### src/rtl/mdr_mem_if.sv
`default_nettype none
// ============================================================================
// Module : mdr_mem_if
// Memory data register with request/acknowledge memory handshake controller,
// sub-word read extension, write byte enables and request timeout.
// Rev    : 1.0
// ============================================================================
module mdr_mem_if #(
    parameter int WIDTH   = 32,
    parameter int ADDR_W  = 9,
    parameter int TIMEOUT = 15
) (
    input  logic                 clk,
    input  logic                 clr,
    input  logic [WIDTH-1:0]     i_bus_in,
    input  logic                 i_ld_bus,
    input  logic [ADDR_W-1:0]    i_mar,
    input  logic                 i_rd,
    input  logic                 i_wr,
    input  logic [1:0]           i_size,
    input  logic                 i_sgn,
    input  logic [WIDTH-1:0]     i_mem_rdata,
    input  logic                 i_mem_ack,
    output logic [WIDTH-1:0]     o_q,
    output logic                 o_mem_req,
    output logic                 o_mem_we,
    output logic [ADDR_W-1:0]    o_mem_addr,
    output logic [WIDTH-1:0]     o_mem_wdata,
    output logic [WIDTH/8-1:0]   o_mem_be,
    output logic                 o_busy,
    output logic                 o_done,
    output logic                 o_err
);

    localparam int              BE_W  = WIDTH / 8;
    localparam int              CNT_W = (TIMEOUT > 0) ? $clog2(TIMEOUT + 1) : 1;
    localparam logic [CNT_W-1:0] C_TMO = CNT_W'(TIMEOUT);
    localparam logic [CNT_W-1:0] C_ONE = CNT_W'(1);

    typedef enum logic [1:0] {
        S_IDLE = 2'd0,
        S_RD   = 2'd1,
        S_WR   = 2'd2,
        S_DONE = 2'd3
    } state_t;

    state_t              r_state;
    logic [WIDTH-1:0]    r_q;
    logic [ADDR_W-1:0]   r_addr;
    logic [1:0]          r_size;
    logic                r_sgn;
    logic                r_err;
    logic [CNT_W-1:0]    r_cnt;
    logic [BE_W-1:0]     w_be;

    // Bit-wise build avoids zero-width replications when WIDTH is 16.
    function automatic logic [WIDTH-1:0] f_extend(input logic [WIDTH-1:0] d,
                                                  input logic [1:0]       sz,
                                                  input logic             s);
        logic [WIDTH-1:0] r;
        r = d;
        for (int i = 8; i < WIDTH; i++) begin
            if (sz == 2'b10)
                r[i] = s & d[7];
            else if (sz == 2'b01 && i >= 16)
                r[i] = s & d[15];
        end
        return r;
    endfunction

    always_ff @(posedge clk or negedge clr) begin
        if (!clr) begin
            r_state <= S_IDLE;
            r_q     <= '0;
            r_addr  <= '0;
            r_size  <= 2'b00;
            r_sgn   <= 1'b0;
            r_err   <= 1'b0;
            r_cnt   <= '0;
        end else begin
            case (r_state)
                S_IDLE, S_DONE: begin
                    if (i_ld_bus)
                        r_q <= i_bus_in;
                    if (i_rd || i_wr) begin
                        r_state <= i_rd ? S_RD : S_WR;
                        r_addr  <= i_mar;
                        r_size  <= i_size;
                        r_sgn   <= i_sgn;
                        r_err   <= 1'b0;
                        r_cnt   <= '0;
                    end else begin
                        r_state <= S_IDLE;
                    end
                end
                S_RD, S_WR: begin
                    // An ack on the final counted cycle still wins over the timeout.
                    if (i_mem_ack) begin
                        if (r_state == S_RD)
                            r_q <= f_extend(i_mem_rdata, r_size, r_sgn);
                        r_state <= S_DONE;
                    end else if ((TIMEOUT > 0) && (r_cnt == C_TMO)) begin
                        r_err   <= 1'b1;
                        r_state <= S_DONE;
                    end else begin
                        r_cnt <= r_cnt + C_ONE;
                    end
                end
                default: r_state <= S_IDLE;
            endcase
        end
    end

    always_comb begin
        w_be = '0;
        for (int i = 0; i < BE_W; i++) begin
            w_be[i] = (r_state == S_WR) &&
                      ((r_size == 2'b00) || (r_size == 2'b11) ||
                       (r_size == 2'b01 && i < 2) || (i == 0));
        end
    end

    assign o_q         = r_q;
    assign o_mem_req   = (r_state == S_RD) || (r_state == S_WR);
    assign o_mem_we    = (r_state == S_WR);
    assign o_mem_addr  = r_addr;
    assign o_mem_wdata = r_q;
    assign o_mem_be    = w_be;
    assign o_busy      = (r_state == S_RD) || (r_state == S_WR);
    assign o_done      = (r_state == S_DONE);
    assign o_err       = r_err;

endmodule
`default_nettype wire

### config.mk
export PLATFORM = sky130hd
export DESIGN_NAME = mdr_mem_if
export DESIGN_NICKNAME = d
export VERILOG_FILES = /design/src/rtl/mdr_mem_if.sv
export SDC_FILE = /design/constraint.sdc
export NUM_CORES = 1
export LEC_CHECK = 0
export ABC_CLOCK_PERIOD_IN_PS = 2400
export CORE_MARGIN = 1
export CORE_UTILIZATION = 40
export DETAILED_ROUTE_END_ITERATION = 16
export GPL_TIMING_DRIVEN = 0
export PLACE_DENSITY = 0.81
export SYNTH_ARGS = -nofsm -noshare
export SYNTH_HDL_FRONTEND = slang
export SYNTH_SLANG_ARGS = --single-unit
### constraint.sdc
create_clock -name clk -period 2.4 [get_ports clk]
set_input_delay 0.48 -clock clk [delete_from_list [all_inputs] [get_ports clk]]
set_output_delay 0.48 -clock clk [all_outputs]
set_load 0.02 [all_outputs]
==> flow_summary.json, run 1 <==
{
  "outcome": "finished, final reports clean",
  "dr.pass1.iters": 5,
  "layout_commonest_cell": "clkdlybuf4s50_1",
  "cts_num_sinks": 51,
  "min_path_type": "primary input to asynchronous set/reset pin",
  "vias": 2663,
  "synth_ff_type": "dfrtp_1",
  "cp-end-kind": "output port",
  "die_h_um": 90.9,
  "skew_ns": 0.00530,
  "nNetsFinal": 538,
  "max-vdd-ir-drop_uv": 746,
  "die_area_mm2": 0.00826,
  "yosysSeqAreaShare": 0.404,
  "path_class": "flip-flop to output port",
  "yosysUniqueCellTypes": 32,
  "worst_pin_slew_ns": 0.470,
  "setup.worst_path.start_class": "flip-flop",
  "place.gp.congestion": 0.724,
  "slew_viol_final": 0,
  "synthDominantCellAreaShare": 0.404,
  "yosys_warnings": 0,
  "grt_pass1_wl_um": 13900,
  "syn_nets": 367,
  "path_cells": "inv_1 -> ha_1 -> buf_4 -> clkdlybuf4s50_1",
  "post_drt_wl_per_cell_um": 15.2,
  "maxSlewHeadroom": 0.686,
  "fmaxAchievable_mhz": 437,
  "area_growth_pct": 60.1,
  "syn_inst": 278,
  "regArea_mm2": 0.00128,
  "wl_met1_um": 3570,
  "cts_tree": "built",
  "rsz0062_at_grt": "false",
  "crit_fanout": 4,
  "clk_latency_ns": 0.31,
  "drive_above_1_share": 0.251,
  "core_area_mm2": 0.00769,
  "ys_top_cells_by_area": "dfrtp_1 40%, mux2_2 13%, buf_4 9.0%",
  "cap_violations": 0,
  "syn_area_per_cell_um2": 11.4,
  "synth_edf_count": 0,
  "ant_nets": 0,
  "finalSetupTns_ns": 0,
  "cts_root_buffer": "clkbuf_8",
  "synth_adder_area_share": 0.0277,
  "clk_pin_slew_ns": 0.09,
  "hold_viol_final": 0,
  "vias_per_cell": 4.82,
  "hpwl_um": 6400,
  "synth_xor_xnor_area_share": 0,
  "numCtsBuffers": 5,
  "clk_path_buf_depth": 2,
  "grt_start_max_net_pins": 37,
  "period_needed_ns": 2.29,
  "drt-total-wl_um": 8420,
  "grt_pass1_vias": 2765,
  "cts_hold_buf": 0,
  "synth-simple-area-share": 0.110,
  "gr-total-overflow": 0,
  "ios": 164,
  "ys_ff_latch": 51,
  "setup_violations": 0,
  "rows": 32,
  "top_layer": "met4",
  "critPathArrivalTime_ns": 1.81,
  "netlist_area_mm2": 0.00316,
  "drt_iter0_markers": 64,
  "met3_length_um": 479,
  "fill_cells": 630,
  "gr-usage-all-layers": 0.212,
  "antenna_found_initial": 0,
  "wl_met2_um": 4270,
  "multiInputGateArea_mm2": 0.00141,
  "worst_path_largest_cell_delay_ns": 0.58,
  "synth-compound-area-share": 0.127,
  "diodes": 0,
  "htreeDepth": 2,
  "cp_data_required_time_ns": 1.92,
  "fin_crit_sh": 0.953,
  "io_buffers": 163,
  "route.detailed.drc": 0,
  "start_util": 0.411,
  "power_leakage_nw": 2.23,
  "layout_common_cells": "157 x clkdlybuf4s50_1, 51 x dfrtp_1, 41 x buf_4, 36 x mux2_2, 25 x nand2b_1",
  "die_w_um": 90.9,
  "synth_top_family_by_area": "multiplexers",
  "power_density_mw_per_mm2": 1610,
  "synth.area.mux_share": 0.182,
  "finalHoldWorstSlack_ns": 0.0790,
  "async_reset_ff_frac": 1.00,
  "synth_top_area_cell": "dfrtp_1",
  "critPathSlowestCell": "clkdlybuf4s50_1"
}
-- cell type report --
class                           instances  share of cell area
Clock buffer                            6              0.0163
Timing Repair Buffer                  166               0.327
Tap cell                              102              0.0252
Multi-Input combinational cell        151               0.279
Sequential cell                        51               0.252
Clock inverter                          2             0.00766
Inverter                               22              0.0171
Buffer                                 52              0.0756
-- stage by stage --
stage / setup WS, ns / cell area [um^2] / std cells / utilization / power, mW
after floorplan: 0.417 / 3160 / 278 / - / 5.38
after global placement: -0.769 / 4920 / 543 / 0.640 / 7.39
after detailed placement: -0.231 / 4940 / 544 / 0.642 / 7.53
after CTS: 0.00555 / 5060 / 553 / 0.659 / 8.22
after global routing: 0.0213 / 5060 / 552 / 0.658 / 8.66
final: 0.113 / 5060 / 552 / 0.658 / 8.13
-- timing repair --
action,in CTS,in global routing
endpoints found under the setup margin,5,1
resized for setup,6,0
hold endpoints to repair,0,0
pin swaps,0,0
buffers inserted,2,0
-- power breakdown --
part           internal [mW]  total (mW)  leakage [nW]  switching (mW)
Sequential              1.32        1.64         0.601           0.324
Combinational           3.10        5.84          1.56            2.74
Clock                  0.343       0.646        0.0618           0.303
-- layer usage --
metal	GRT usage	vias up
li1	-	1280
met1	0.273	1277
met2	0.362	98
met3	0.0421	8
met4	0.0516	0
met5	0	-
-- critical path, delay by kind of cell, from the launching register on --
family                     cells  cell delay (ns)
adders and majority gates      1             0.25
buffers and inverters          3             0.82
DFF                            1             0.43
-- synthesized netlist by cell type, types with 2 or more instances --
| master | n |
|---|---|
| nand3_1 | 4 |
| dfrtp_1 | 51 |
| ha_1 | 7 |
| clkbuf_1 | 5 |
| a2bb2oi_1 | 8 |
| nand2_1 | 2 |
| buf_6 | 5 |
| nor3b_1 | 16 |
| o21ai_0 | 3 |
| buf_4 | 38 |
| buf_2 | 6 |
| nand2b_1 | 25 |
| o41ai_2 | 10 |
| nor2_1 | 2 |
| o41ai_1 | 6 |
| o31ai_1 | 2 |
| mux2_2 | 36 |
| inv_1 | 22 |
| mux2i_1 | 17 |
-- logic make-up (layout without fill, tap and decap cells) --
kind of cell | after synthesis | count (layout)
fa+ha+maj | 7 | 7
compound gates | 37 | 37
simple gates | 54 | 54
buf+inv | 76 | 248
mux | 53 | 53
flops | 51 | 51
-- state kept, by name (all words and copies together) (netlist names) --
name	count
r_state	2
r_sgn	1
o_mem_addr	9
r_cnt	4
r_size	2
o_err	1
o_mem_wdata	32
-- worst paths after layout --
kind | to | slack [ns] | cells past startpoint | startpoint
max in group asynchronous | o_mem_wdata[13] | 1.80 | 2 | clr
worst min register to register | o_err | 0.51 | 2 | o_err
worst max-delay path | o_mem_be[0] | 0.11 | 4 | r_state[0]
min in group clk | o_err | 0.51 | 2 | o_err
worst max register to register | o_mem_wdata[13] | 0.31 | 7 | r_state[0]
worst min-delay path | o_mem_addr[3] | 0.08 | 1 | clr
Power figures use the tool's default switching activity.
==> run 2: changes to the inputs <==
CORE_UTILIZATION = 32   (was 40)
PLACE_DENSITY = 0.67   (was 0.81)
SETUP_SLACK_MARGIN = 0.05   (was not set)
==> run 2 against run 1 <==
Compared with the run above:
- worst hold slack gained 0.092 ns
- maximum frequency up 0.32%
- sequential power about the same
- cell count is 4.7% higher
- global-route usage fell by 3.5 points
- core utilization shrank 12 points
- sequential share of layout area decreased by 0.20 points
- flip-flop and latch count unchanged
- largest cell class unchanged
- highest routed layer unchanged
==> flow_summary.json, run 2 (synthesized netlist as in run 1, its figures left out) <==
{
  "route.detailed.drc": 0,
  "skew_ns": 0.00815,
  "path_cells": "inv_1 -> ha_1 -> buf_4 -> clkdlybuf4s50_1",
  "vias_per_cell": 4.61,
  "die_h_um": 101,
  "hpwl_um": 6870,
  "clk_latency_ns": 0.30,
  "vias": 2663,
  "regArea_mm2": 0.00128,
  "finalInstanceArea_mm2": 0.00510,
  "slew_viol_final": 0,
  "layout_commonest_cell": "clkdlybuf4s50_1",
  "cts_hold_buf": 0,
  "worst_path_largest_cell_delay_ns": 0.59,
  "dr.pass1.iters": 4,
  "post_drt_wl_per_cell_um": 15.4,
  "fin_crit_sh": 0.950,
  "cap_violations": 0,
  "cts_root_buffer": "clkbuf_8",
  "fill_cells": 881,
  "clk_path_buf_depth": 2,
  "worst_pin_slew_ns": 0.611,
  "antenna_found_initial": 0,
  "numCtsBuffers": 5,
  "gr-usage-all-layers": 0.177,
  "grt_pass1_vias": 2778,
  "outcome": "finished, final reports clean",
  "path_class": "flip-flop to output port",
  "htreeDepth": 2,
  "max-vdd-ir-drop_uv": 682,
  "grt_pass1_wl_um": 13900,
  "fmaxAchievable_mhz": 439,
  "ios": 164,
  "drt_iter0_markers": 62,
  "setup_violations": 0,
  "critPathSlowestCell": "clkdlybuf4s50_1",
  "core_area_mm2": 0.00942,
  "cts_num_sinks": 51,
  "crit_fanout": 4,
  "multiInputGateArea_mm2": 0.00141,
  "dp_cells": 571,
  "r2r_cells": 6,
  "start_util": 0.336,
  "maxSlewHeadroom": 0.593,
  "cp_data_required_time_ns": 1.92,
  "cp-end-kind": "output port",
  "critPathArrivalTime_ns": 1.80,
  "setup.worst_path.start_class": "flip-flop",
  "die_w_um": 101,
  "hold_viol_final": 0,
  "largest_reg_flops": 32,
  "stdcell_count": 578,
  "layout_common_cells": "157 x clkdlybuf4s50_1, 51 x dfrtp_1, 38 x buf_4, 36 x mux2_2, 25 x nand2b_1",
  "grt_start_max_net_pins": 27,
  "dpl_cell_area_mm2": 0.00497,
  "io_buffers": 163,
  "rows": 35,
  "die_area_mm2": 0.0103,
  "drive_above_1_share": 0.249,
  "area_growth_pct": 61.4,
  "nNetsFinal": 537,
  "place.gp.congestion": 0.731,
  "cts_tree": "built",
  "power_leakage_nw": 2.24,
  "min_path_type": "primary input to asynchronous set/reset pin",
  "crit-reg2reg-launch": "r_state[0]",
  "gr-total-overflow": 0,
  "rsz0062_at_grt": "false",
  "diodes": 0,
  "ant_nets": 0,
  "drt-total-wl_um": 8890,
  "finalHoldWorstSlack_ns": 0.171,
  "power_density_mw_per_mm2": 1600,
  "rrSetupSlack_ns": 0.34,
  "period_needed_ns": 2.28,
  "clk_pin_slew_ns": 0.10,
  "r2r-end": "r_sgn"
}
## run 2: worst max path at each step
stage                     startpoint              end  slack (ns)  cells past startpoint
after floorplan           r_state[0]        o_mem_req        0.42                      5
after global placement           clr  o_mem_wdata[28]       -0.86                      1
after detailed placement  r_state[0]        o_mem_req       -0.29                      6
after CTS                 r_state[0]        o_mem_req       0.001                      6
after global routing      r_state[0]      o_mem_be[0]        0.06                      4
final                     r_state[0]      o_mem_be[0]        0.12                      4
## run 2: final cells by class
class                   instances  area share
clock inverters                 3      0.0132
repair buffers                164       0.321
well taps                     129      0.0316
flip-flops and latches         51       0.250
clock buffers                   5      0.0135
plain buffers                  53      0.0777
inverters                      22      0.0162
multi-input cells             151       0.277
## run 2: power breakdown
part           switching, mW  internal, mW  total, mW
clock                  0.310         0.416      0.726
sequential             0.319          1.31       1.63
combinational           2.74          3.08       5.82
total                   3.37          4.81       8.18
## run 2: timing repair
action | CTS | global route
gates resized for setup | 7 | 5
setup endpoints to repair | 5 | 3
pin swaps | 0 | 0
buffers inserted | 0 | 0
## run 2: worst max-delay path, delay by kind of cell, from the launching register on
| family | cells | cell delay (ns) |
|---|---|---|
| adders and majority gates | 1 | 0.24 |
| DFF | 1 | 0.44 |
| buffers and inverters | 3 | 0.82 |
## run 2: metal layers
metal | wire length (um) | vias up | global-route usage
li1 | - | 1276 | -
met2 | 4500 | 93 | 0.314
met1 | 3850 | 1287 | 0.221
met4 | 66 | 0 | 0.0379
met5 | 0 | - | 0
met3 | 463 | 7 | 0.0345
## run 2: metrics by stage
stage | setup TNS (ns) | power, mW | utilization | setup WS, ns
detailed placement | -0.512 | 7.58 | 0.528 | -0.294
finish | 0 | 8.18 | 0.542 | 0.120
floorplan | 0 | 5.38 | - | 0.417
global placement | -44.18 | 7.45 | 0.526 | -0.861
global route | 0 | 8.74 | 0.542 | 0.0551
CTS | 0 | 8.30 | 0.542 | 0.00149
